`src/rtl/mmu_result_accumulator_if.sv`:
```
// Handshake bundle between the MMU partial-product stream, the job controller and writeback.
// master drives jobs/beats and consumes results; slave is the accumulator.
interface mmu_result_accumulator_if #(
  parameter int DATA_W = 32,
  parameter int LEN_W  = 16,
  parameter int OUT_W  = 32
);
  logic              start;
  logic [LEN_W-1:0]  len;
  logic              busy;
  logic              err_len;
  logic              in_valid;
  logic              in_ready;
  logic [DATA_W-1:0] in_data;
  logic              out_valid;
  logic              out_ready;
  logic [OUT_W-1:0]  out_data;
  logic              out_sat;

  modport master (
    output start, len, in_valid, in_data, out_ready,
    input  busy, err_len, in_ready, out_valid, out_data, out_sat
  );

  modport slave (
    input  start, len, in_valid, in_data, out_ready,
    output busy, err_len, in_ready, out_valid, out_data, out_sat
  );
endinterface

```
`src/rtl/mmu_result_accumulator.sv`:
```
// Sums a job of LEN signed partial products into a wide accumulator, saturates to OUT_W
// and queues the result in a first-word-fall-through FIFO for writeback.
module mmu_result_accumulator #(
  parameter int DATA_W     = 32,
  parameter int LEN_W      = 16,
  parameter int ACC_W      = 48,
  parameter int OUT_W      = 32,
  parameter int FIFO_DEPTH = 4
) (
  input logic                    clk,
  input logic                    rst,
  mmu_result_accumulator_if.slave bus
);
  localparam int PTR_W = $clog2(FIFO_DEPTH);
  localparam logic [PTR_W:0] OCC_FULL = (PTR_W+1)'(FIFO_DEPTH);

  typedef enum logic [1:0] {
    ST_IDLE  = 2'd0,
    ST_ACCUM = 2'd1,
    ST_PUSH  = 2'd2
  } state_t;

  state_t                  state_reg, state_next;
  logic signed [ACC_W-1:0] acc_reg, acc_next;
  logic [LEN_W-1:0]        count_reg, count_next;
  logic                    err_len_reg, err_len_next;

  logic signed [ACC_W-1:0] beat_ext;
  logic                    beat_fire;
  logic                    push_en;
  logic                    pop_en;

  logic                    acc_fits;
  logic [OUT_W-1:0]        sat_data;
  logic                    sat_flag;

  logic [OUT_W-1:0]        data_mem [FIFO_DEPTH];
  logic                    sat_mem  [FIFO_DEPTH];
  logic [PTR_W-1:0]        wr_ptr_reg, rd_ptr_reg;
  logic [PTR_W:0]          occ_reg;
  logic                    fifo_empty;
  logic                    fifo_full;

  assign beat_ext   = {{(ACC_W-DATA_W){bus.in_data[DATA_W-1]}}, bus.in_data};
  assign beat_fire  = (state_reg == ST_ACCUM) && bus.in_valid;
  assign fifo_empty = (occ_reg == '0);
  assign fifo_full  = (occ_reg == OCC_FULL);
  assign pop_en     = !fifo_empty && bus.out_ready;
  // A full FIFO still accepts the push when the head leaves in the same cycle.
  assign push_en    = (state_reg == ST_PUSH) && (!fifo_full || pop_en);

  always_comb begin
    state_next   = state_reg;
    acc_next     = acc_reg;
    count_next   = count_reg;
    err_len_next = 1'b0;
    case (state_reg)
      ST_IDLE: begin
        if (bus.start) begin
          if (bus.len == '0) begin
            err_len_next = 1'b1;
          end else begin
            state_next = ST_ACCUM;
            acc_next   = '0;
            count_next = bus.len;
          end
        end
      end
      ST_ACCUM: begin
        if (beat_fire) begin
          acc_next   = acc_reg + beat_ext;
          count_next = count_reg - LEN_W'(1);
          if (count_reg == LEN_W'(1)) begin
            state_next = ST_PUSH;
          end
        end
      end
      ST_PUSH: begin
        if (push_en) begin
          state_next = ST_IDLE;
        end
      end
      default: begin
        state_next = ST_IDLE;
      end
    endcase
  end

  always_ff @(posedge clk or posedge rst) begin
    if (rst) begin
      state_reg   <= ST_IDLE;
      acc_reg     <= '0;
      count_reg   <= '0;
      err_len_reg <= 1'b0;
    end else begin
      state_reg   <= state_next;
      acc_reg     <= acc_next;
      count_reg   <= count_next;
      err_len_reg <= err_len_next;
    end
  end

  // The sum fits when every bit above the OUT_W sign bit matches that sign bit.
  assign acc_fits = (acc_reg[ACC_W-1:OUT_W-1] == {(ACC_W-OUT_W+1){acc_reg[OUT_W-1]}});

  always_comb begin
    sat_data = acc_reg[OUT_W-1:0];
    sat_flag = 1'b0;
    if (!acc_fits) begin
      sat_flag = 1'b1;
      if (acc_reg[ACC_W-1]) begin
        sat_data = {1'b1, {(OUT_W-1){1'b0}}};
      end else begin
        sat_data = {1'b0, {(OUT_W-1){1'b1}}};
      end
    end
  end

  always_ff @(posedge clk) begin
    if (push_en) begin
      data_mem[wr_ptr_reg] <= sat_data;
      sat_mem[wr_ptr_reg]  <= sat_flag;
    end
  end

  always_ff @(posedge clk or posedge rst) begin
    if (rst) begin
      wr_ptr_reg <= '0;
      rd_ptr_reg <= '0;
      occ_reg    <= '0;
    end else begin
      if (push_en) begin
        wr_ptr_reg <= wr_ptr_reg + PTR_W'(1);
      end
      if (pop_en) begin
        rd_ptr_reg <= rd_ptr_reg + PTR_W'(1);
      end
      case ({push_en, pop_en})
        2'b10:   occ_reg <= occ_reg + (PTR_W+1)'(1);
        2'b01:   occ_reg <= occ_reg - (PTR_W+1)'(1);
        default: occ_reg <= occ_reg;
      endcase
    end
  end

  assign bus.busy      = (state_reg != ST_IDLE);
  assign bus.in_ready  = (state_reg == ST_ACCUM);
  assign bus.err_len   = err_len_reg;
  assign bus.out_valid = !fifo_empty;
  assign bus.out_data  = fifo_empty ? '0 : data_mem[rd_ptr_reg];
  assign bus.out_sat   = fifo_empty ? 1'b0 : sat_mem[rd_ptr_reg];
endmodule
```
`src/flat_wrapper.sv`:
```
// flat-port wrapper written by rule: the top's interface ports become plain ports
module mmu_result_accumulator_flat 
#(
  parameter int DATA_W     = 32,
  parameter int LEN_W      = 16,
  parameter int ACC_W      = 48,
  parameter int OUT_W      = 32,
  parameter int FIFO_DEPTH = 4
)
  (clk, rst, bus_start, bus_len, bus_in_valid, bus_in_data, bus_out_ready, bus_busy, bus_err_len, bus_in_ready, bus_out_valid, bus_out_data, bus_out_sat);
  mmu_result_accumulator_if #(.DATA_W(DATA_W), .LEN_W(LEN_W), .OUT_W(OUT_W)) bus_i ();
  input logic clk;
  input logic rst;
  input wire logic [$bits(bus_i.start)-1:0] bus_start;
  input wire logic [$bits(bus_i.len)-1:0] bus_len;
  input wire logic [$bits(bus_i.in_valid)-1:0] bus_in_valid;
  input wire logic [$bits(bus_i.in_data)-1:0] bus_in_data;
  input wire logic [$bits(bus_i.out_ready)-1:0] bus_out_ready;
  output wire logic [$bits(bus_i.busy)-1:0] bus_busy;
  output wire logic [$bits(bus_i.err_len)-1:0] bus_err_len;
  output wire logic [$bits(bus_i.in_ready)-1:0] bus_in_ready;
  output wire logic [$bits(bus_i.out_valid)-1:0] bus_out_valid;
  output wire logic [$bits(bus_i.out_data)-1:0] bus_out_data;
  output wire logic [$bits(bus_i.out_sat)-1:0] bus_out_sat;
  assign bus_i.start = bus_start;
  assign bus_i.len = bus_len;
  assign bus_i.in_valid = bus_in_valid;
  assign bus_i.in_data = bus_in_data;
  assign bus_i.out_ready = bus_out_ready;
  assign bus_busy = bus_i.busy;
  assign bus_err_len = bus_i.err_len;
  assign bus_in_ready = bus_i.in_ready;
  assign bus_out_valid = bus_i.out_valid;
  assign bus_out_data = bus_i.out_data;
  assign bus_out_sat = bus_i.out_sat;
  mmu_result_accumulator #(.DATA_W(DATA_W), .LEN_W(LEN_W), .ACC_W(ACC_W), .OUT_W(OUT_W), .FIFO_DEPTH(FIFO_DEPTH)) u_core (.clk(clk), .rst(rst), .bus(bus_i));
endmodule
```
`config.mk`:
```
export PLATFORM = sky130hd
export DESIGN_NAME = mmu_result_accumulator_flat
export DESIGN_NICKNAME = d
export VERILOG_FILES = /design/src/rtl/mmu_result_accumulator_if.sv /design/src/rtl/mmu_result_accumulator.sv /design/src/flat_wrapper.sv
export SDC_FILE = /design/constraint.sdc
export NUM_CORES = 1
export LEC_CHECK = 0
export ABC_CLOCK_PERIOD_IN_PS = 3000
export CAP_MARGIN = 20
export CORE_MARGIN = 10
export CORE_UTILIZATION = 53
export CTS_CLUSTER_SIZE = 12
export DETAILED_ROUTE_END_ITERATION = 7
export GPL_TIMING_DRIVEN = 0
export PLACE_DENSITY = 0.76
export SLEW_MARGIN = 20
export SYNTH_ARGS = -nofsm -noshare
export SYNTH_HDL_FRONTEND = slang
export SYNTH_SLANG_ARGS = --single-unit
```
`constraint.sdc`:
```
create_clock -name clk -period 3 [get_ports clk]
set_input_delay 0.3 -clock clk [delete_from_list [all_inputs] [get_ports clk]]
set_output_delay 0.3 -clock clk [all_outputs]
set_load 0.01 [all_outputs]
```
Word-level counts from Yosys, hierarchy flattened
Memories as Yosys holds them, arrays and structs flattened. Cells that the tools add are included.

Register bits: 74. RAM bits: 132. Bits of input ports: 53. Output and inout port bits: 37. Logic and storage cells: 66. Memories: 2.

Memory list: u_core.data_mem (depth 4, bits a word 32, read ports 1, clocked after Yosys merged registers in 0, write ports 1, RTL line mmu_result_accumulator.sv:37) `logic [OUT_W-1:0] data_mem [FIFO_DEPTH];`; u_core.sat_mem (depth 4, bits a word 1, read ports 1, clocked after Yosys merged registers in 0, write ports 1, RTL line mmu_result_accumulator.sv:38) `logic sat_mem [FIFO_DEPTH];`.

$add $sub $neg: 6. Equal/unequal tests: 12. Multiplexer cells: 25. Reduce and logical (&&, ||, !) cells: 14.

Operators with widths (number): two-way mux 48 bit (3); two-way mux 32 bit (3); case mux 48 bit (2 select lines) (1); adder 48 x 32 -> 48 bit (1); two-way mux 16 bit (3); case mux 16 bit (2 select lines) (1); == test 16 x 1 -> 1 bit (second input constant) (1); == test 16 bit (1); logical NOT 16 bit (1); subtractor 16 x 1 -> 16 bit (second input constant) (1); two-way mux 2 bit (5); two-way mux 1 bit (7); != test 2 x 1 -> 1 bit (second input constant) (3); case mux 2 bit (3 select lines) (1); case mux 3 bit (2 select lines) (1); nonzero test 2 bit (3); AND reduction 5 bit (1); adder 2 x 1 -> 2 bit (second input constant) (2); == test 2 x 1 -> 1 bit (second input constant) (2); == test 2 bit (second input constant) (2); != test 2 bit (second input constant) (2); AND reduction 4 bit (1); adder 3 x 1 -> 3 bit (second input constant) (1); == test 3 bit (second input constant) (1); other kinds (6) (9).

Depth between registers and ports, before layout
Gate-level depths: netlist of run 1.

Depth after elaboration: 7. Mapped depth: 11. Mapped depth without buffers: 11.

Least setup slack after synthesis of run 1
No wires, ideal clock.

Path type: register to register. From: register u_core.acc_reg[0]. To: register u_core.acc_reg[44]. Setup time: 0.122 ns. Arrival: 2.811 ns. Required time: 2.878 ns. Path slack: 0.067 ns. Stages on the path, launching flop included: 12. Buffers on the path: 0. Period minus slack after synthesis: 2.933 ns. Cells stage by stage: dfrtp_1 > ha_1 > fa_1 > a21oi_1 > o21ai_0 > o22a_1 > or2_4 > a31o_4 > a31oi_4 > a211oi_1 > or3_1 > a32o_1.

Longest elaborated chain between the ends: 3.

Ends and longest elaborated chain: start, declared (RTL line mmu_result_accumulator.sv:24) `logic signed [ACC_W-1:0] acc_reg, acc_next;`; start signal, assigned (RTL line mmu_result_accumulator.sv:97) `acc_reg <= acc_next;`; adder 48 x 32 -> 48 bit (RTL line mmu_result_accumulator.sv:71) `acc_next = acc_reg + beat_ext;`; two-way mux 48 bit (RTL line mmu_result_accumulator.sv:70) `if (beat_fire) begin`; case mux 48 bit (2 select lines) (RTL line mmu_result_accumulator.sv:57) `case (state_reg)`.

Every way passes these cells. The select of a mux whose other input is x is not followed. A chain may end at the register's enable or synchronous reset.

Worst setup path after layout of run 1
Same ends and word-level chain as after synthesis.

==> flow_summary.toml, run 1 <==
[routing]
routed_wl_mm = 28.4
drt_iter0_markers = 656
drt-vias-per-instance = 5.98
dr_total_vias = 8622
drcViolationCount = 0
postRouteAntennaNets = 0
post_drt_wl_per_cell_um = 19.7
first_pass_iters = 5

[floorplanning]
start_util_pct = 54.0
die_x_um = 167
die_y_um = 167
placementRows = 53
die_area_um2 = 27700
core_um2 = 21100
io_pins = 90

[finish]
n_antenna_cell = 0
largest_reg_flops = 128
fin_util_pct = 65.3
final_cells = 1442
drive_gt1_share_pct = 12.3
multiInputGateArea_um2 = 5520
seq_area_um2 = 5820
final_net_count = 1258
nFillCells = 1618
area_growth_pct = 21.0

[yosys]
synthXorXnorAreaFrac_pct = 3.31
async_flop_share_pct = 35.9
synth_edf_count = 132
syn_area_per_cell_um2 = 11.2
syn_area_um2 = 11400
synth_top_family_by_area = "compound AO/OA/AOI/OAI gates"
syn-instance-count = 1021
synth_simple_gate_area_share_pct = 13.6
synthFlopType = "edfxtp_1"
synthesis.nets = 1129
synth.area.mux_share_pct = 6.79
synth_compound_area_share_pct = 16.7
seq_area_frac_synth_pct = 51.1
ys_ff_latch = 206
synthAdderAreaFrac_pct = 6.18
yosysWarnings = 0
ys_types = 67

[sta]
finalClockSkew_ps = 20.4
finalWorstSetupSlack_ps = 31.4
finalCritPeriodShare_pct = 99.0
final-hold-violation-count = 0
rsz0062_at_grt = "yes"
setup_violations = 0
finalCriticalPeriod_ps = 2970
setup_tns_ps = 0
slew_headroom_pct = 44.9
fmax_mhz = 337
drv_slew = 0
max_slew.worst_pin.slew_ps = 826

[placement]
pre_cts_ws_ps = -792
hpwl_mm = 20.2
placed_cells = 1389
gp_congestion = 0.921
io_buffers = 88

[status]
status = "finished, final reports clean"

[power]
netSwitchingPower_mw = 5.25
switching_share_pct = 38.3
intPower_mw = 8.46
seq_power_share_pct = 31.1
powerDensity_nw_per_um2 = 995
ir_worst_vdd_v = 0.000494
leakage_nw = 5.26
pwr-share-comb_pct = 49.4
power_frac_clock_pct = 19.5

[clock_tree]
cts_buffer_depth = 3
cts_tree = "done"
cts.sinks = 206
htreeDepth = 1
cts-root-buf = "clkbuf_16"
worst_setup_hold_path_clk_slew_ps = 60
cts_buffers = 23
clk_latency_ps = 520

[critical_path]
crit_path_max_fanout = 3
required_ps = 3410
max_stage_delay_ps = 410
slowest_stage = "dfrtp_1"
end_kind = "flip-flop"
start_kind = "flip-flop"
critPathKind = "flip-flop to flip-flop"
crit_chain = "ha_4 -> fa_2 -> a21oi_4 -> o21ai_2 -> o22a_1 -> or2_4 -> a31o_4 -> a31oi_4 -> a211oi_2 -> or3_1 -> a32o_1"
arrival_ps = 3380

[global_route]
gr-usage-all-layers_pct = 19.4
grt_pass1_vias = 8629
grt_start_max_net_pins = 41
grt_overflow_total = 0
grt_first_pass_wirelength_mm = 44.9
antenna_found_initial = 0

[hold_path]
hold_path.class = "input port to asynchronous set/reset pin"

[run]
drv_cap = 0
[timing repair]
| item | 4_1_cts | 5_1_grt |
|---|---|---|
| setup endpoints to repair | 79 | 85 |
| buffers inserted | 6 | 11 |
| pin swaps | 10 | 16 |
| hold buffers | 0 | 0 |
| gates resized for setup | 39 | 24 |
[power by group through the flow]
| stage | logic (mW) | registers [mW] | clock network, mW |
|---|---|---|---|
| after floorplan | 4.52 | 4.10 | 0 |
| after global placement | 6.13 | 4.23 | 0 |
| after detailed placement | 6.27 | 4.26 | 0 |
| after CTS | 6.53 | 4.25 | 2.73 |
| after global routing | 7.46 | 4.33 | 2.83 |
| final | 6.76 | 4.26 | 2.68 |
[cells in the mapped netlist (all sizes together) (5+ instances only)]
| cell type | instances | area share (%) |
|---|---|---|
| o21bai | 9 | 0.59 |
| nand2b | 6 | 0.33 |
| a211oi | 5 | 0.33 |
| a21oi | 76 | 3.4 |
| and2 | 39 | 2.1 |
| edfxtp | 132 | 35 |
| o211ai | 6 | 0.40 |
| o21a | 23 | 1.5 |
| nor3 | 22 | 0.97 |
| o41ai | 5 | 0.38 |
| a21o | 41 | 2.7 |
| buf | 5 | 0.16 |
| nand4 | 11 | 0.60 |
| or2 | 5 | 0.30 |
| or3 | 7 | 0.40 |
| nand2 | 108 | 3.6 |
| o22ai | 10 | 0.55 |
| xnor2 | 23 | 1.8 |
| nor4 | 12 | 0.66 |
| nand3 | 18 | 0.79 |
| and3 | 12 | 0.66 |
| dfrtp | 74 | 16 |
| nor2b | 12 | 0.66 |
| nor2 | 55 | 1.8 |
| clkbuf | 47 | 1.5 |
| inv | 19 | 0.63 |
| ha | 53 | 5.8 |
| o21ai | 78 | 3.5 |
| o31ai | 5 | 0.33 |
| mux4 | 33 | 6.5 |
| xor2 | 20 | 1.5 |
[final cells by class]
type	instances	share of cell area, %
sequential	206	42.2
multi-input combinational	744	40.1
timing repair buffer	110	8.09
clock buffer	34	4.55
tap	275	2.50
buffer	46	1.37
clock inverter	8	0.636
inverter	19	0.536
[routing by layer]
metal / share of wire, % / up-vias / GRT usage, %
li1: - / 4105 / -
met5: 0 / - / 0
met3: 5.7 / 47 / 3.25
met2: 50 / 283 / 33.6
met1: 42 / 4187 / 24.5
met4: 2.3 / 0 / 5.42
[metrics by stage]
stage | total power [mW] | area, µm² | hold WS [ps]
3_5_place_dp | 10.5 | 12700 | 482
6_report | 13.7 | 13800 | 163
3_3_place_gp | 10.4 | 12600 | 476
2_1_floorplan | 8.62 | 11400 | 432
5_1_grt | 14.6 | 13800 | 221
4_1_cts | 13.5 | 13600 | 170
[cell usage in the layout, fill, tap and decap left out, drive strengths merged, types with 6 or more instances in the layout]
cell	instances
xnor2	23
a21o	41
o211ai	6
xor2	20
buf	25
nor4	12
clkbuf	77
clkdlybuf4s50	87
ha	53
or3	7
nand3	18
o21ai	78
and3	12
nand2	108
o22ai	10
o21bai	9
nor2b	12
dfrtp	74
nand2b	6
a21oi	76
o21a	23
and2	39
mux4	33
nor3	22
nor2	55
edfxtp	132
nand4	11
inv	21
[final timing paths]
check | startpoint | depth (start not counted) | slack (ps) | to
max in group asynchronous | rst | 3 | 2240 | u_core.rd_ptr_reg[0]
hold reg to reg | u_core.count_reg[13] | 2 | 500 | u_core.count_reg[13]
min in group clk | bus_out_ready | 3 | 190 | u_core.rd_ptr_reg[1]
setup reg to reg | u_core.acc_reg[0] | 11 | 30 | u_core.acc_reg[44]
hold / removal | rst | 2 | 160 | u_core.acc_reg[41]
setup / recovery | u_core.acc_reg[0] | 11 | 30 | u_core.acc_reg[44]
[cells by family (layout without fill, tap and decap cells)]
logic type,after synthesis,in the layout
AND/OR/NAND/NOR,316,316
adder cells (fa/ha/maj),55,55
XOR/XNOR,43,43
flip-flops,206,206
buffers and inverters,71,217
multiplexers,36,36
AO/OA/AOI/OAI,294,294
[worst max-delay path: cells and delay by family, from the launching register on]
kind            cells  cell delay (ps)
compound gates      7             1290
fa+ha+maj           2              570
flops               1              410
simple gates        2              590
Power figures use the tool's default switching activity.
==> inputs of run 2 (changes only) <==
GPL_TIMING_DRIVEN = 1   (was 0)
==> run 2 against run 1 <==
Die area unchanged. Critical endpoint unchanged. Critical path depth is the same. Sequential share of layout area fell by 1.4 points.
==> flow_summary.toml, run 2 (synthesis gave the netlist of run 1 again) <==
[critical_path]
arrival_ps = 3290
reg2regPathDepth = 11
reg2reg_to = "u_core.acc_reg[44]"
r2r_start = "u_core.acc_reg[0]"
worst-r2r-setup-slack_ps = 110
critPathKind = "flip-flop to flip-flop"
start_kind = "flip-flop"
crit_path_max_fanout = 3
crit_path_end = "u_core.acc_reg[44]"
end_kind = "flip-flop"
required_ps = 3400
cp-startpoint = "u_core.acc_reg[0]"

[floorplanning]
placementRows = 53
io_pins = 90
die_area_um2 = 27700
die_y_um = 167
die_x_um = 167
start_util_pct = 54.0
core_um2 = 21100

[power]
pwr-share-comb_pct = 51.5
leakage_nw = 5.65
intPower_mw = 9.04
powerDensity_nw_per_um2 = 1000
seq_power_share_pct = 29.7
netSwitchingPower_mw = 5.27
ir_worst_vdd_v = 0.000419
switching_share_pct = 36.8
power_frac_clock_pct = 18.8

[sta]
setup_tns_ps = 0
finalCritPeriodShare_pct = 96.4
drv_slew = 0
slew_headroom_pct = 37.6
setup_violations = 0
finalCriticalPeriod_ps = 2890
finalClockSkew_ps = 22.6
rsz0062_at_grt = "yes"
max_slew.worst_pin.slew_ps = 934
fmax_mhz = 346
final-hold-violation-count = 0

[status]
status = "finished, final reports clean"

[global_route]
antenna_found_initial = 0
grt_overflow_total = 0
grt_pass1_vias = 8846
gr-usage-all-layers_pct = 19.4
grt_start_max_net_pins = 42
grt_first_pass_wirelength_mm = 45.4

[routing]
post_drt_wl_per_cell_um = 18.7
drcViolationCount = 0
postRouteAntennaNets = 0
drt-vias-per-instance = 5.83
first_pass_iters = 5
dr_total_vias = 8722
drt_iter0_markers = 658
routed_wl_mm = 28.0

[clock_tree]
hold_buffers = 0
cts.sinks = 206
cts_buffers = 23
htreeDepth = 1
cts-root-buf = "clkbuf_16"
clk_latency_ps = 510
cts_tree = "done"
cts_buffer_depth = 3
worst_setup_hold_path_clk_slew_ps = 60

[finish]
final_net_count = 1313
final_area_um2 = 14200
largest_reg_flops = 128
fin_util_pct = 67.5
n_antenna_cell = 0
drive_gt1_share_pct = 18.4
layout_common_cells = "edfxtp_1, buf_4, nand2_1"
nFillCells = 1572
final_common_cell = "edfxtp_1"
area_growth_pct = 25.0

[placement]
io_buffers = 89
postPlaceCellArea_um2 = 13400
hpwl_mm = 19.6
gp_congestion = 0.923

[run]
drv_cap = 0

[hold_path]
hold_path.class = "input port to asynchronous set/reset pin"
[run 2: what timing repair did]
action / 4_1_cts / 5_1_grt
resized for setup: 2 / 20
pin swaps: 0 / 18
setup buffers: 0 / 3
endpoints found under the setup margin: 3 / 18
[run 2: routing by layer]
layer  global-route usage, %  wire [µm]
met1                    24.8      12000
met2                    33.7      13900
met3                    2.52       1370
met4                    5.61        725
met5                       0          0
[run 2: area by class of cell]
type / instances / area, µm² / area share, %
clock buffer: 34 / 617 / 4.33
clock inverter: 8 / 101 / 0.712
inverter: 19 / 71.3 / 0.501
multi-input combinational: 744 / 5450 / 38.3
sequential: 206 / 5820 / 40.9
tap: 275 / 344 / 2.42
timing repair buffer: 211 / 1830 / 12.9
[run 2: how the worst min path moves through the flow]
stage | end | slack (ps) | cells past startpoint
3_3_place_gp | u_core.count_reg[13] | 470 | 2
3_5_place_dp | u_core.count_reg[13] | 480 | 2
2_1_floorplan | u_core.bus.err_len | 430 | 2
5_1_grt | u_core.bus.err_len | 380 | 3
6_report | u_core.count_reg[6] | 320 | 2
4_1_cts | u_core.count_reg[6] | 340 | 2
[run 2: power groups by stage]
stage | combinational, mW | sequential [mW] | clock (mW)
finish | 7.37 | 4.25 | 2.69
global route | 8.12 | 4.31 | 2.84
CTS | 7.18 | 4.22 | 2.73
detailed placement | 7.09 | 4.27 | 0
global placement | 6.94 | 4.25 | 0
floorplan | 4.52 | 4.10 | 0
[run 2: per-stage QoR]
stage	instances	total power [mW]	hold slack, ps	setup slack [ps]
after floorplan	1021	8.62	432	67.5
after global placement	1452	11.2	471	-407
after detailed placement	1452	11.4	483	-461
after CTS	1494	14.1	337	12.6
after global routing	1497	15.3	381	-49.2
final	1497	14.3	316	109
[run 2: worst max-delay path, stage by stage, from the launching register on]
cell,delay (ps)
dfrtp_1,400
ha_4,180
fa_2,390
a21oi_2,180
o21ai_2,70
o22a_1,190
or2_4,260
a31o_4,240
a31oi_4,200
a211oi_2,100
or3_1,310
a32o_1,250
